$ cat src/rtl/pq_sched_pkg.sv
// Shared constants for the spike-packet priority-queue scheduler.
package pq_sched_pkg;

  // Default geometry of the requester array and packet format.
  localparam int DEF_NUM_PORTS   = 4;
  localparam int DEF_PACKET_SIZE = 32;
  localparam int DEF_SEQ_START   = 4;
  localparam int DEF_SEQ_WIDTH   = 4;

  // Scheduler FSM encoding.
  localparam logic [0:0] ST_ACCEPT = 1'b0;
  localparam logic [0:0] ST_DRAIN  = 1'b1;

endpackage

$ cat src/rtl/pq_scheduler_rr_arbiter.sv
// Round-robin arbiter: one-hot grant, search starts one past the last winner.
module rr_arbiter #(
  parameter int NUM_PORTS = 4
) (
  input  logic                 clk,
  input  logic                 rst,
  input  logic [NUM_PORTS-1:0] req,
  input  logic                 enable,
  output logic [NUM_PORTS-1:0] grant
);

  localparam int PTR_W = (NUM_PORTS > 1) ? $clog2(NUM_PORTS) : 1;

  logic [PTR_W-1:0]     ptr_q, ptr_d;
  logic [NUM_PORTS-1:0] grant_d;
  logic [PTR_W-1:0]     idx;
  logic                 found;

  // Pick the first requester after the pointer; pointer moves only on a grant.
  always_comb begin
    grant_d = '0;
    ptr_d   = ptr_q;
    found   = 1'b0;
    idx     = '0;
    if (enable) begin
      for (int k = 1; k <= NUM_PORTS; k++) begin
        idx = PTR_W'((int'(ptr_q) + k) % NUM_PORTS);
        if (!found && req[idx]) begin
          found        = 1'b1;
          grant_d[idx] = 1'b1;
          ptr_d        = idx;
        end
      end
    end
  end

  assign grant = grant_d;

  // Last-granted pointer; reset value makes port 0 the first winner.
  always_ff @(posedge clk) begin
    if (rst) ptr_q <= PTR_W'(NUM_PORTS - 1);
    else     ptr_q <= ptr_d;
  end

endmodule

$ cat src/rtl/pq_scheduler.sv
// Priority-queue scheduler: accepts spike packets into the queue during a
// time step, then drains the packets of that step to the output on tick.
//
// state  | meaning
// ACCEPT | arbitrate requesters into the queue for current_seq
// DRAIN  | pop queue entries whose seq equals current_seq to the output
module pq_scheduler
  import pq_sched_pkg::*;
#(
  parameter int NUM_PORTS   = DEF_NUM_PORTS,
  parameter int PACKET_SIZE = DEF_PACKET_SIZE,
  parameter int SEQ_START   = DEF_SEQ_START,
  parameter int SEQ_WIDTH   = DEF_SEQ_WIDTH
) (
  input  logic                             clk,
  input  logic                             rst,
  input  logic [NUM_PORTS-1:0]             req_valid,
  input  logic [NUM_PORTS*PACKET_SIZE-1:0] req_data,
  output logic [NUM_PORTS-1:0]             req_ready,
  input  logic                             tick,
  output logic [SEQ_WIDTH-1:0]             current_seq,
  output logic                             q_wrEn,
  output logic [PACKET_SIZE-1:0]           q_wrData,
  output logic                             q_rdEn,
  input  logic [PACKET_SIZE-1:0]           q_rdData,
  input  logic                             q_full,
  input  logic                             q_empty,
  input  logic                             q_busy,
  output logic                             out_valid,
  output logic [PACKET_SIZE-1:0]           out_data,
  input  logic                             out_ready,
  output logic                             tick_overrun
);

  logic [0:0]             state_q, state_d;
  logic [SEQ_WIDTH-1:0]   seq_q, seq_d;
  logic                   out_valid_q, out_valid_d;
  logic [PACKET_SIZE-1:0] out_data_q, out_data_d;
  logic                   pending_q, pending_d;
  logic                   overrun_q, overrun_d;

  logic [SEQ_WIDTH-1:0]   head_seq;
  logic                   head_match;
  logic                   in_accept, in_drain;
  logic                   arb_en, drain_rd, drain_done;
  logic [NUM_PORTS-1:0]   grant;

  // Status decode; everything that drives the queue is suppressed under reset.
  always_comb begin
    head_seq   = q_rdData[SEQ_START +: SEQ_WIDTH];
    head_match = !q_empty && (head_seq == seq_q);
    in_accept  = !rst && (state_q == ST_ACCEPT);
    in_drain   = !rst && (state_q == ST_DRAIN);
    // A pending tick turns ACCEPT straight back into DRAIN, so no grant then.
    arb_en     = in_accept && !tick && !pending_q && !q_full && !q_busy;
    drain_rd   = in_drain && !q_busy && head_match && (!out_valid_q || out_ready);
    drain_done = in_drain && !q_busy && !head_match;
  end

  rr_arbiter #(
    .NUM_PORTS (NUM_PORTS)
  ) u_arb (
    .clk    (clk),
    .rst    (rst),
    .req    (req_valid),
    .enable (arb_en),
    .grant  (grant)
  );

  // Forward the granted requester's packet to the queue write port.
  always_comb begin
    q_wrData = '0;
    for (int i = 0; i < NUM_PORTS; i++) begin
      if (grant[i]) q_wrData = q_wrData | req_data[i*PACKET_SIZE +: PACKET_SIZE];
    end
  end

  assign req_ready    = grant;
  assign q_wrEn       = |grant;
  assign q_rdEn       = drain_rd;
  assign current_seq  = seq_q;
  assign out_valid    = out_valid_q;
  assign out_data     = out_data_q;
  assign tick_overrun = overrun_q;

  // FSM, time-step counter and tick bookkeeping.
  always_comb begin
    state_d   = state_q;
    seq_d     = seq_q;
    pending_d = pending_q;
    overrun_d = overrun_q;
    if (state_q == ST_ACCEPT) begin
      if (pending_q) begin
        state_d   = ST_DRAIN;
        pending_d = 1'b0;
        if (tick) overrun_d = 1'b1;
      end else if (tick) begin
        state_d = ST_DRAIN;
      end
    end else begin
      if (tick) begin
        if (pending_q) overrun_d = 1'b1;
        else           pending_d = 1'b1;
      end
      if (drain_done) begin
        seq_d   = seq_q + SEQ_WIDTH'(1);
        state_d = ST_ACCEPT;
      end
    end
  end

  // Output register: load on a queue read, release on downstream accept.
  always_comb begin
    out_valid_d = out_valid_q;
    out_data_d  = out_data_q;
    if (drain_rd) begin
      out_valid_d = 1'b1;
      out_data_d  = q_rdData;
    end else if (out_ready) begin
      out_valid_d = 1'b0;
    end
  end

  // State registers.
  always_ff @(posedge clk) begin
    if (rst) begin
      state_q     <= ST_ACCEPT;
      seq_q       <= '0;
      out_valid_q <= 1'b0;
      out_data_q  <= '0;
      pending_q   <= 1'b0;
      overrun_q   <= 1'b0;
    end else begin
      state_q     <= state_d;
      seq_q       <= seq_d;
      out_valid_q <= out_valid_d;
      out_data_q  <= out_data_d;
      pending_q   <= pending_d;
      overrun_q   <= overrun_d;
    end
  end

endmodule

$ cat config.mk
export PLATFORM = sky130hd
export DESIGN_NAME = pq_scheduler
export DESIGN_NICKNAME = d
export VERILOG_FILES = /design/src/rtl/pq_sched_pkg.sv /design/src/rtl/pq_scheduler_rr_arbiter.sv /design/src/rtl/pq_scheduler.sv
export SDC_FILE = /design/constraint.sdc
export NUM_CORES = 1
export LEC_CHECK = 0
export BUFFER_PORTS_ARGS = -buffer_cell sky130_fd_sc_hd__buf_4
export CORE_ASPECT_RATIO = 2
export CORE_UTILIZATION = 44
export CTS_CLUSTER_SIZE = 8
export DETAILED_ROUTE_END_ITERATION = 16
export PLACE_DENSITY_LB_ADDON = 0.15
export SETUP_SLACK_MARGIN = 0.3
export SYNTH_ARGS = -nofsm -noshare
export SYNTH_HDL_FRONTEND = slang
export SYNTH_SLANG_ARGS = --single-unit
$ cat constraint.sdc
create_clock -name clk -period 4.8 [get_ports clk]
set_input_delay 0.96 -clock clk [delete_from_list [all_inputs] [get_ports clk]]
set_output_delay 0.96 -clock clk [all_outputs]
set_load 0.1 [all_outputs]
==> results of run 1 <==
## area by class of cell
cell class | instances | area (sq um)
Multi-Input combinational cell | 433 | 2880
Fill cell | 740 | 2580
Timing Repair Buffer | 270 | 2030
Sequential cell | 42 | 841
Clock buffer | 6 | 139
Tap cell | 100 | 125
Clock inverter | 1 | 30.0
Inverter | 5 | 18.8
## cell usage after synthesis, drive strengths merged (8+ instances only)
cell type / number / area (sq um)
a22oi: 94 / 706
nand3: 64 / 320
nor2: 45 / 169
clkbuf: 43 / 163
nand2: 43 / 161
dfxtp: 42 / 841
mux2i: 38 / 380
nand4: 35 / 219
o21ai: 35 / 175
buf: 14 / 92.6
ha: 9 / 113
nand2b: 8 / 50.1
## metal layers
layer / part of all wire, % / wire (um) / up-vias
met5: 0 / 0 / -
met4: 3.9 / 634 / 0
met3: 7.7 / 1260 / 57
met2: 52 / 8480 / 359
met1: 37 / 6010 / 2600
li1: - / - / 2477
## cell families (layout without fill, tap and decap cells)
group | after synthesis | in the layout | synth area share [%]
simple gates | 218 | 218 | 27.6
compound gates | 155 | 155 | 27.8
buf+inv | 62 | 282 | 6.92
mux | 43 | 43 | 11.9
flops | 42 | 42 | 21.2
fa+ha+maj | 9 | 9 | 2.84
xor+xnor | 8 | 8 | 1.77
## stage by stage
step,worst slack (ns),cells
after floorplan,0.217,537
after global placement,0.352,850
after detailed placement,0.308,850
after CTS,0.313,857
after global routing,0.310,857
final,0.443,857
## worst min path at each step
stage                        end  slack [ns]  depth (start not counted)
CTS                    out_valid        0.49                          2
detailed placement     out_valid        0.48                          2
floorplan              out_valid        0.46                          2
global placement    tick_overrun        0.46                          2
finish                 out_valid        0.49                          2
global route         out_data[6]        0.52                          2
## repair_timing
action	in CTS	in global routing
resized for setup	0	2
endpoints found under the setup margin	0	29
hold buffers	0	0
## flip-flops by register name, indices dropped and copies added (netlist names)
signal and flops:
u_arb.ptr_q 2, pending_q 1, current_seq 4, out_data 32, state_q 1, out_valid 1, tick_overrun 1
## power groups by stage
| stage | Combinational [mW] | Sequential, mW | Clock (mW) |
|---|---|---|---|
| 3_5_place_dp | 0.365 | 0.362 | 0 |
| 3_3_place_gp | 0.357 | 0.362 | 0 |
| 2_1_floorplan | 0.181 | 0.371 | 0 |
| 5_1_grt | 0.390 | 0.355 | 0.410 |
| 4_1_cts | 0.366 | 0.354 | 0.396 |
| 6_report | 0.370 | 0.354 | 0.389 |
## layout by cell type, fill, tap and decap left out, types with 4 or more instances in the layout
cell,count
buf_4,270
a21oi_1,5
a22oi_1,94
nand3_1,64
xnor2_1,6
ha_1,8
dfxtp_1,42
o21ai_0,32
inv_1,5
and2_1,4
clkbuf_16,5
nand4_1,35
nand2b_1,8
nor2_1,44
nand2_1,43
mux2i_1,38
nor3_1,6
## tightest hold or removal path, cell delays in order (launching register included)
cell     delay [ns]
dfxtp_1        0.33
nand2_1        0.06
a21oi_1        0.05
==> impl_results.md, run 1 <==
* Syn_area_per_cell at 7.37 sq um
* Largest net degree at the start of global routing at 43
* Logic pwr share at 33.3%
* Lkg Pwr at 2.72 nW
* Routed Wire Length at 16400 um
* PD cells at 184 mW/mm^2
* Max-cap violations at 0
* DIE WIDTH at 69.1 um
* Clock sinks at 42
* Fin crit share at 90.8%
* Sequential share of power at 31.8%
* Post-CTS Setup Repair Bufs at 0
* Total iterations of the first detailed-routing run at 6
* Power Internal at 762 uW
* Worst R2R Start: u_arb.ptr_q[1]
* Initial antenna violation count at 0
* CTS root buffer: clkbuf_16
* Slew Limit Fails at 0
* First-pass GRT wire length at 25500 um
* Core Region at 0.00865 sq mm
* Clock skew at 0.00289 ns
* Num rows at 48
* Congestion Overflow GR at 0
* Psw at 351 uW
* Worst hold slack at 0.492 ns
* Status: completed
* Vias in the first global route at 5350
* Fin nets at 937
* Met3 Usage GRT at 5.34%
* Area delta synth->final at 53.2%
* H-tree depth at 2
* Max Clk Rate at 0.230 GHz
* CP Buf/Inv Count at 3
* PortBufs at 246
* Setup violations, final at 0
* Synth warn at 0
* Critical Path Max Stage Delay at 0.53 ns
* Min-Delay Path Class: flop to flop
* Setup crit start: q_busy
* Worst Setup Start Kind: input pin
* Clock Latency Late Sink at 0.29 ns
* RSZ-0062 raised after global routing: no
* CP endpoint kind: output port
* Reg clk slew, reported paths at 0.06 ns
* Iteration-0 DRC Markers at 571
* Number of synthesized flops with an enable pin at 0
* Final Hold Viols at 0
* Worst Path Required at 3.84 ns
* Wire length per cell at 19.1 um
* Num ports at 247
* TritonCTS Buffers at 5
* Final ANT Viol Nets at 0
* #FFs+latches synth at 42
* Vias per std cell at 6.41
* Worst R2R End: u_arb.ptr_q[0]
* DP Area at 0.00589 sq mm
* Ys async rst share at 0%
* Setup tns final at 0 ns
* GP Congestion at 0.940
* All-layer global routing usage at 32.7%
* Residual DRC count at 0
* Crit path time final at 4.36 ns
* N_diodes at 0
* CTS tree: yes
* Layout cells sized above 1 at 38.7%
* Arr. time, crit path at 3.40 ns
* CP Depth at 8
* Overall Power at 1.11 mW
* Busiest grt layer: met2
* Post-Route Utilization at 70.1%
* Via Count at 5493
* Met2 usage at 59.2%
* Design area at 0.00606 sq mm
* Worst r2r path cells at 6
* Clock Power Share at 34.9%
* R2r setup slk at 2.58 ns
* Max Root-Sink Buffers at 2
* Die H at 136 um
* Max-Slew Margin vs Limit at 50.4%
* Cell repeated most along the worst path: buf_4
* Synth Cell Area at 0.00396 sq mm
* VDD IR-drop max at 0.286 mV
* Hold path start: state_q
* Setup CP Type: input pin to output port
* Distinct cells, synth at 51
* Crit-path cells: buf_4 > or4_1 > or3_4 > a2111oi_4 > buf_4 > a22oi_1 > nand4_1 > buf_4
* Starting Density at 45.8%
* Worst-Margin Slew at 0.743 ns
* Switching Share at 31.5%
* CP Capture Point: q_wrData[18]
* Worst Path Max Fanout at 24
* Die area at 0.00940 sq mm
* Grt met1 use at 36.7%
* Seq/Total Area, Yosys at 21.2%
* Post-Syn Instances at 537
* CP max-delay cell: or4_1
* Net Count, Synth at 717
* Synth Flop Type: dfxtp_1
* Post-DP HPWL at 12100 um
* Crit path max-delay family: simple AND/OR/NAND/NOR gates
Note: power is estimated with default switching activity, not from simulation.
==> inputs of run 2 (changes only) <==
- CORE_UTILIZATION: 44 -> 40
==> impl_results.md, run 2 (synthesis results as in run 1) <==
* Status: completed
* Max reg flops at 32
* Worst Path Required at 3.84 ns
* Clock skew at 0.00272 ns
* Crit-path cells: buf_4 > or4_1 > or3_4 > buf_4 > a2111oi_4 > buf_4 > buf_6 > a22oi_1 > nand4_1 > buf_4
* DP Area at 0.00591 sq mm
* Uppermost layer routed: met4
* Residual DRC count at 0
* Worst r2r path cells at 6
* Critical Path Max Stage Delay at 0.53 ns
* DIE WIDTH at 72.3 um
* CTS tree: yes
* H-tree depth at 2
* Worst Path Max Fanout at 18
* Layout cells sized above 1 at 38.9%
* WL met2 at 8710 um
* Largest net degree at the start of global routing at 43
* Met3 wire length at 1540 um
* Worst R2R End: u_arb.ptr_q[0]
* Max-cap violations at 0
* Worst Setup Start Kind: input pin
* Fin crit share at 91.5%
* Num ports at 247
* Fin nets at 938
* CP endpoint kind: output port
* Clock Latency Late Sink at 0.28 ns
* Hold depth at 2
* Min-Delay Endpoint: out_valid
* Vias in the first global route at 5513
* VDD IR-drop max at 0.239 mV
* Worst-Margin Slew at 0.818 ns
* All-layer global routing usage at 31.3%
* Commonest cells after routing, fill and taps aside: buf_4, a22oi_1, nand3_1, nor2_1, nand2_1
* Clock sinks at 42
* Starting Density at 40.8%
* Arr. time, crit path at 3.43 ns
* Via Count at 5460
* Crit path time final at 4.39 ns
* Setup CP Type: input pin to output port
* GP Congestion at 0.870
* Design area at 0.00618 sq mm
* PortBufs at 246
* Number of fill cells in the layout at 907
* Min-Delay Path Class: flop to flop
* R2r setup slk at 2.49 ns
* Reg clk slew, reported paths at 0.06 ns
* Max Clk Rate at 0.228 GHz
* CTS root buffer: clkbuf_16
* Max Root-Sink Buffers at 2
* Hold-fix buffers, CTS at 0
* CP max-delay cell: or4_1
* Num rows at 51
* Cell Count Post-Placement at 878
* Slew Limit Fails at 0
* Post-Route Utilization at 63.8%
* Final Hold Viols at 0
* Total iterations of the first detailed-routing run at 7
* Congestion Overflow GR at 0
* Hold path start: state_q
* Core Region at 0.00970 sq mm
* Die area at 0.0103 sq mm
* Setup tns final at 0 ns
* Final ANT Viol Nets at 0
* Wire length per cell at 18.9 um
* Routed Wire Length at 16800 um
* Max-Slew Margin vs Limit at 45.3%
* Cell repeated most along the worst path: buf_4
* Vias per std cell at 6.13
* Setup violations, final at 0
* Worst R2R Start: u_arb.ptr_q[0]
* Register Area at 841 sq um
* Die H at 143 um
* Worst hold slack at 0.495 ns
* Lkg Pwr at 2.74 nW
* Routed length on met1 at 5920 um
* RSZ-0062 raised after global routing: no
* PD cells at 173 mW/mm^2
* TritonCTS Buffers at 5
* Iteration-0 DRC Markers at 557
* Area occupied by multi-input gates at 0.00291 sq mm
* Area delta synth->final at 56.2%
* N_diodes at 0
* Non-filler instance count after layout at 891
* First-pass GRT wire length at 26100 um
* Most common cell after layout, fill and taps aside: buf_4
* Initial antenna violation count at 0
* Post-DP HPWL at 11800 um
## run 2: changes by cell type in the layout (fill, tap and decap cells not counted), sizes merged
cell | before | now
buf | 270 | 269
nor3 | 7 | 8
clkinv | 0 | 1
bufinv | 1 | 0
clkbuf | 6 | 8
## run 2: power by group
part | leakage, nW | internal [mW] | switching (mW)
clock | 0.0739 | 0.206 | 0.133
sequential | 0.339 | 0.351 | 0.00287
combinational | 2.33 | 0.155 | 0.219
## run 2: metrics by stage
step                worst slack, ns  power [mW]
floorplan                     0.217       0.552
global placement             0.0843       0.717
detailed placement           0.0321       0.724
CTS                           0.300        1.07
global route                  0.314        1.11
finish                        0.408        1.07
## run 2: worst max path at each step
stage,end,startpoint,cells past startpoint,slack [ns]
after floorplan,q_wrData[3],rst,8,0.22
after global placement,q_wrData[8],q_busy,7,0.08
after detailed placement,q_wrData[14],q_busy,7,0.03
after CTS,q_wrData[0],q_busy,9,0.30
after global routing,q_wrData[20],u_arb.ptr_q[0],9,0.31
final,q_wrData[13],q_busy,10,0.41
## run 2: layer usage
| layer | GRT usage [%] | vias up |
|---|---|---|
| met2 | 55.8 | 364 |
| met4 | 17.3 | 0 |
| li1 | - | 2486 |
| met5 | 0 | - |
| met3 | 5.72 | 59 |
| met1 | 34.0 | 2551 |
## run 2: critical path: cells and delay by family
| family | cells | cell delay [ns] |
|---|---|---|
| buf+inv | 5 | 1.01 |
| compound gates | 2 | 0.39 |
| simple gates | 3 | 1.05 |
## run 2: cell type report
type	count	area share (%)
Multi-Input combinational cell	434	47.0
Tap cell	132	2.67
Clock buffer	7	2.31
Inverter	5	0.304
Timing Repair Buffer	270	34.1
Clock inverter	1	0.0809
Sequential cell	42	13.6
## run 2: timing repair
item,CTS,global route
endpoints found under the hold margin,0,0
endpoints found under the setup margin,34,35
pin swaps,1,2
gates cloned,1,1
setup buffers,0,3
gates resized for setup,10,7
==> inputs of run 3 (changes only) <==
- BUFFER_PORTS_ARGS: -buffer_cell sky130_fd_sc_hd__buf_4 -> default
- DONT_BUFFER_PORTS: default -> 1
==> impl_results.md, run 3 (synthesis results as in run 1) <==
* Status: completed
* Wire length per cell at 21.8 um
* RSZ-0062 raised after global routing: no
* N_diodes at 0
* CP max-delay cell: or3_1
* Largest net degree at the start of global routing at 44
* Worst R2R End: out_data[16]
* First-pass GRT wire length at 22500 um
* Fin crit share at 88.1%
* Number of fill cells in the layout at 918
* Worst-Margin Slew at 1.02 ns
* Reg clk slew, reported paths at 0.06 ns
* Setup crit start: q_busy
* Worst Setup Start Kind: input pin
* Die H at 143 um
* Post-CTS Setup Repair Bufs at 0
* Min-Delay Path Class: flop to flop
* Area occupied by multi-input gates at 0.00288 sq mm
* Hold-fix buffers, CTS at 0
* Setup violations, final at 0
* Setup tns final at 0 ns
* Iteration-0 DRC Markers at 397
* Starting Density at 40.8%
* Crit path time final at 4.23 ns
* Most common cell after layout, fill and taps aside: a22oi_1
* Congestion Overflow GR at 0
* Setup CP Type: input pin to output port
* PortBufs at 0
* Clock skew at 0.00290 ns
* Worst r2r path cells at 7
* Num rows at 51
* Final Hold Viols at 0
* Cell repeated most along the worst path: buf_12
* Worst R2R Start: current_seq[0]
* Die area at 0.0103 sq mm
* Via Count at 4640
* CP Capture Point: q_wrData[16]
* CTS tree: yes
* Register Area at 841 sq um
* Max Clk Rate at 0.236 GHz
* Worst hold slack at 0.486 ns
* Crit path max-delay family: simple AND/OR/NAND/NOR gates
* GP Congestion at 0.829
* Crit-path cells: or4_1 > or3_1 > a2111oi_4 > buf_12 > a22oi_1 > nand4_1 > buf_12
* Worst Path Required at 3.84 ns
* Residual DRC count at 0
* CP endpoint kind: output port
* Fin nets at 729
* PD cells at 197 mW/mm^2
* Commonest cells after routing, fill and taps aside: a22oi_1, nand3_1, nor2_1, nand2_1, dfxtp_1
* Clock Latency Late Sink at 0.28 ns
* TritonCTS Buffers at 5
* Vias in the first global route at 4706
* VDD IR-drop max at 0.283 mV
* Lkg Pwr at 1.81 nW
* Max reg flops at 32
* Post-CTS Resized at 0
* Routed Wire Length at 14800 um
* Area delta synth->final at 27.1%
* Total iterations of the first detailed-routing run at 6
* Vias per std cell at 6.80
* Critical Path Max Stage Delay at 0.59 ns
* Clock sinks at 42
* Initial antenna violation count at 0
* Slew Limit Fails at 0
* DIE WIDTH at 72.3 um
* Max Root-Sink Buffers at 2
* Max-Slew Margin vs Limit at 32.1%
* Arr. time, crit path at 3.27 ns
* Worst Path Max Fanout at 37
* CP Buf/Inv Count at 2
* R2r setup slk at 1.77 ns
* Max-cap violations at 0
* CP Depth at 7
* Core Region at 0.00970 sq mm
* Post-DP HPWL at 10700 um
* CTS root buffer: clkbuf_16
* Layout cells sized above 1 at 15.3%
* All-layer global routing usage at 27.2%
* H-tree depth at 2
* Num ports at 247
* Final ANT Viol Nets at 0
==> run 3: changes by cell type in the layout (fill, tap and decap cells not counted), moves of 2 or more <==
cell,delta
buf_12,+37
buf_6,-13
clkinvlp_4,+2
buf_4,-232
==> run 3: area by class of cell <==
type	count	area share [%]
repair buffers	62	19.1
multi-input cells	433	57.2
clock inverters	3	0.895
inverters	5	0.373
flip-flops and latches	42	16.7
well taps	132	3.28
clock buffers	5	2.49
==> run 3: layer usage <==
| layer | global-route usage (%) | routed length (um) | up-vias |
|---|---|---|---|
| li1 | - | - | 2057 |
| met1 | 27.6 | 5100 | 2172 |
| met2 | 49.0 | 7620 | 349 |
| met3 | 6.77 | 1540 | 62 |
| met4 | 15.8 | 586 | 0 |
| met5 | 0 | 0 | - |
==> run 3: tightest hold or removal path: stages, from the launching register on <==
cell and delay, ns:
dfxtp_1 0.33, nand2_1 0.06, a21oi_1 0.06
==> run 3: where the power goes <==
group          switching (mW)  leakage, nW  internal, mW
clock                   0.133       0.0760         0.245
combinational           0.165         1.39        0.0878
sequential             0.0111        0.339         0.351
==> run 3: worst min path at each step <==
stage          depth (start not counted)     from         to
6_report                               2  state_q  out_valid
5_1_grt                                2  state_q  out_valid
4_1_cts                                2  state_q  out_valid
3_5_place_dp                           2  state_q  out_valid
3_3_place_gp                           2  state_q  out_valid
2_1_floorplan                          2  state_q  out_valid
==> run 3: stage by stage <==
stage          worst slack [ns]  util, %  power [mW]  cell area, sq um  cells
2_1_floorplan             0.217        -       0.552              3980    537
3_3_place_gp              0.630     50.1       0.617              4860    674
3_5_place_dp              0.608     50.1       0.621              4860    674
4_1_cts                   0.608     51.9        1.00              5030    682
5_1_grt                   0.482     51.9        1.03              5030    682
6_report                  0.569     51.9       0.993              5030    682
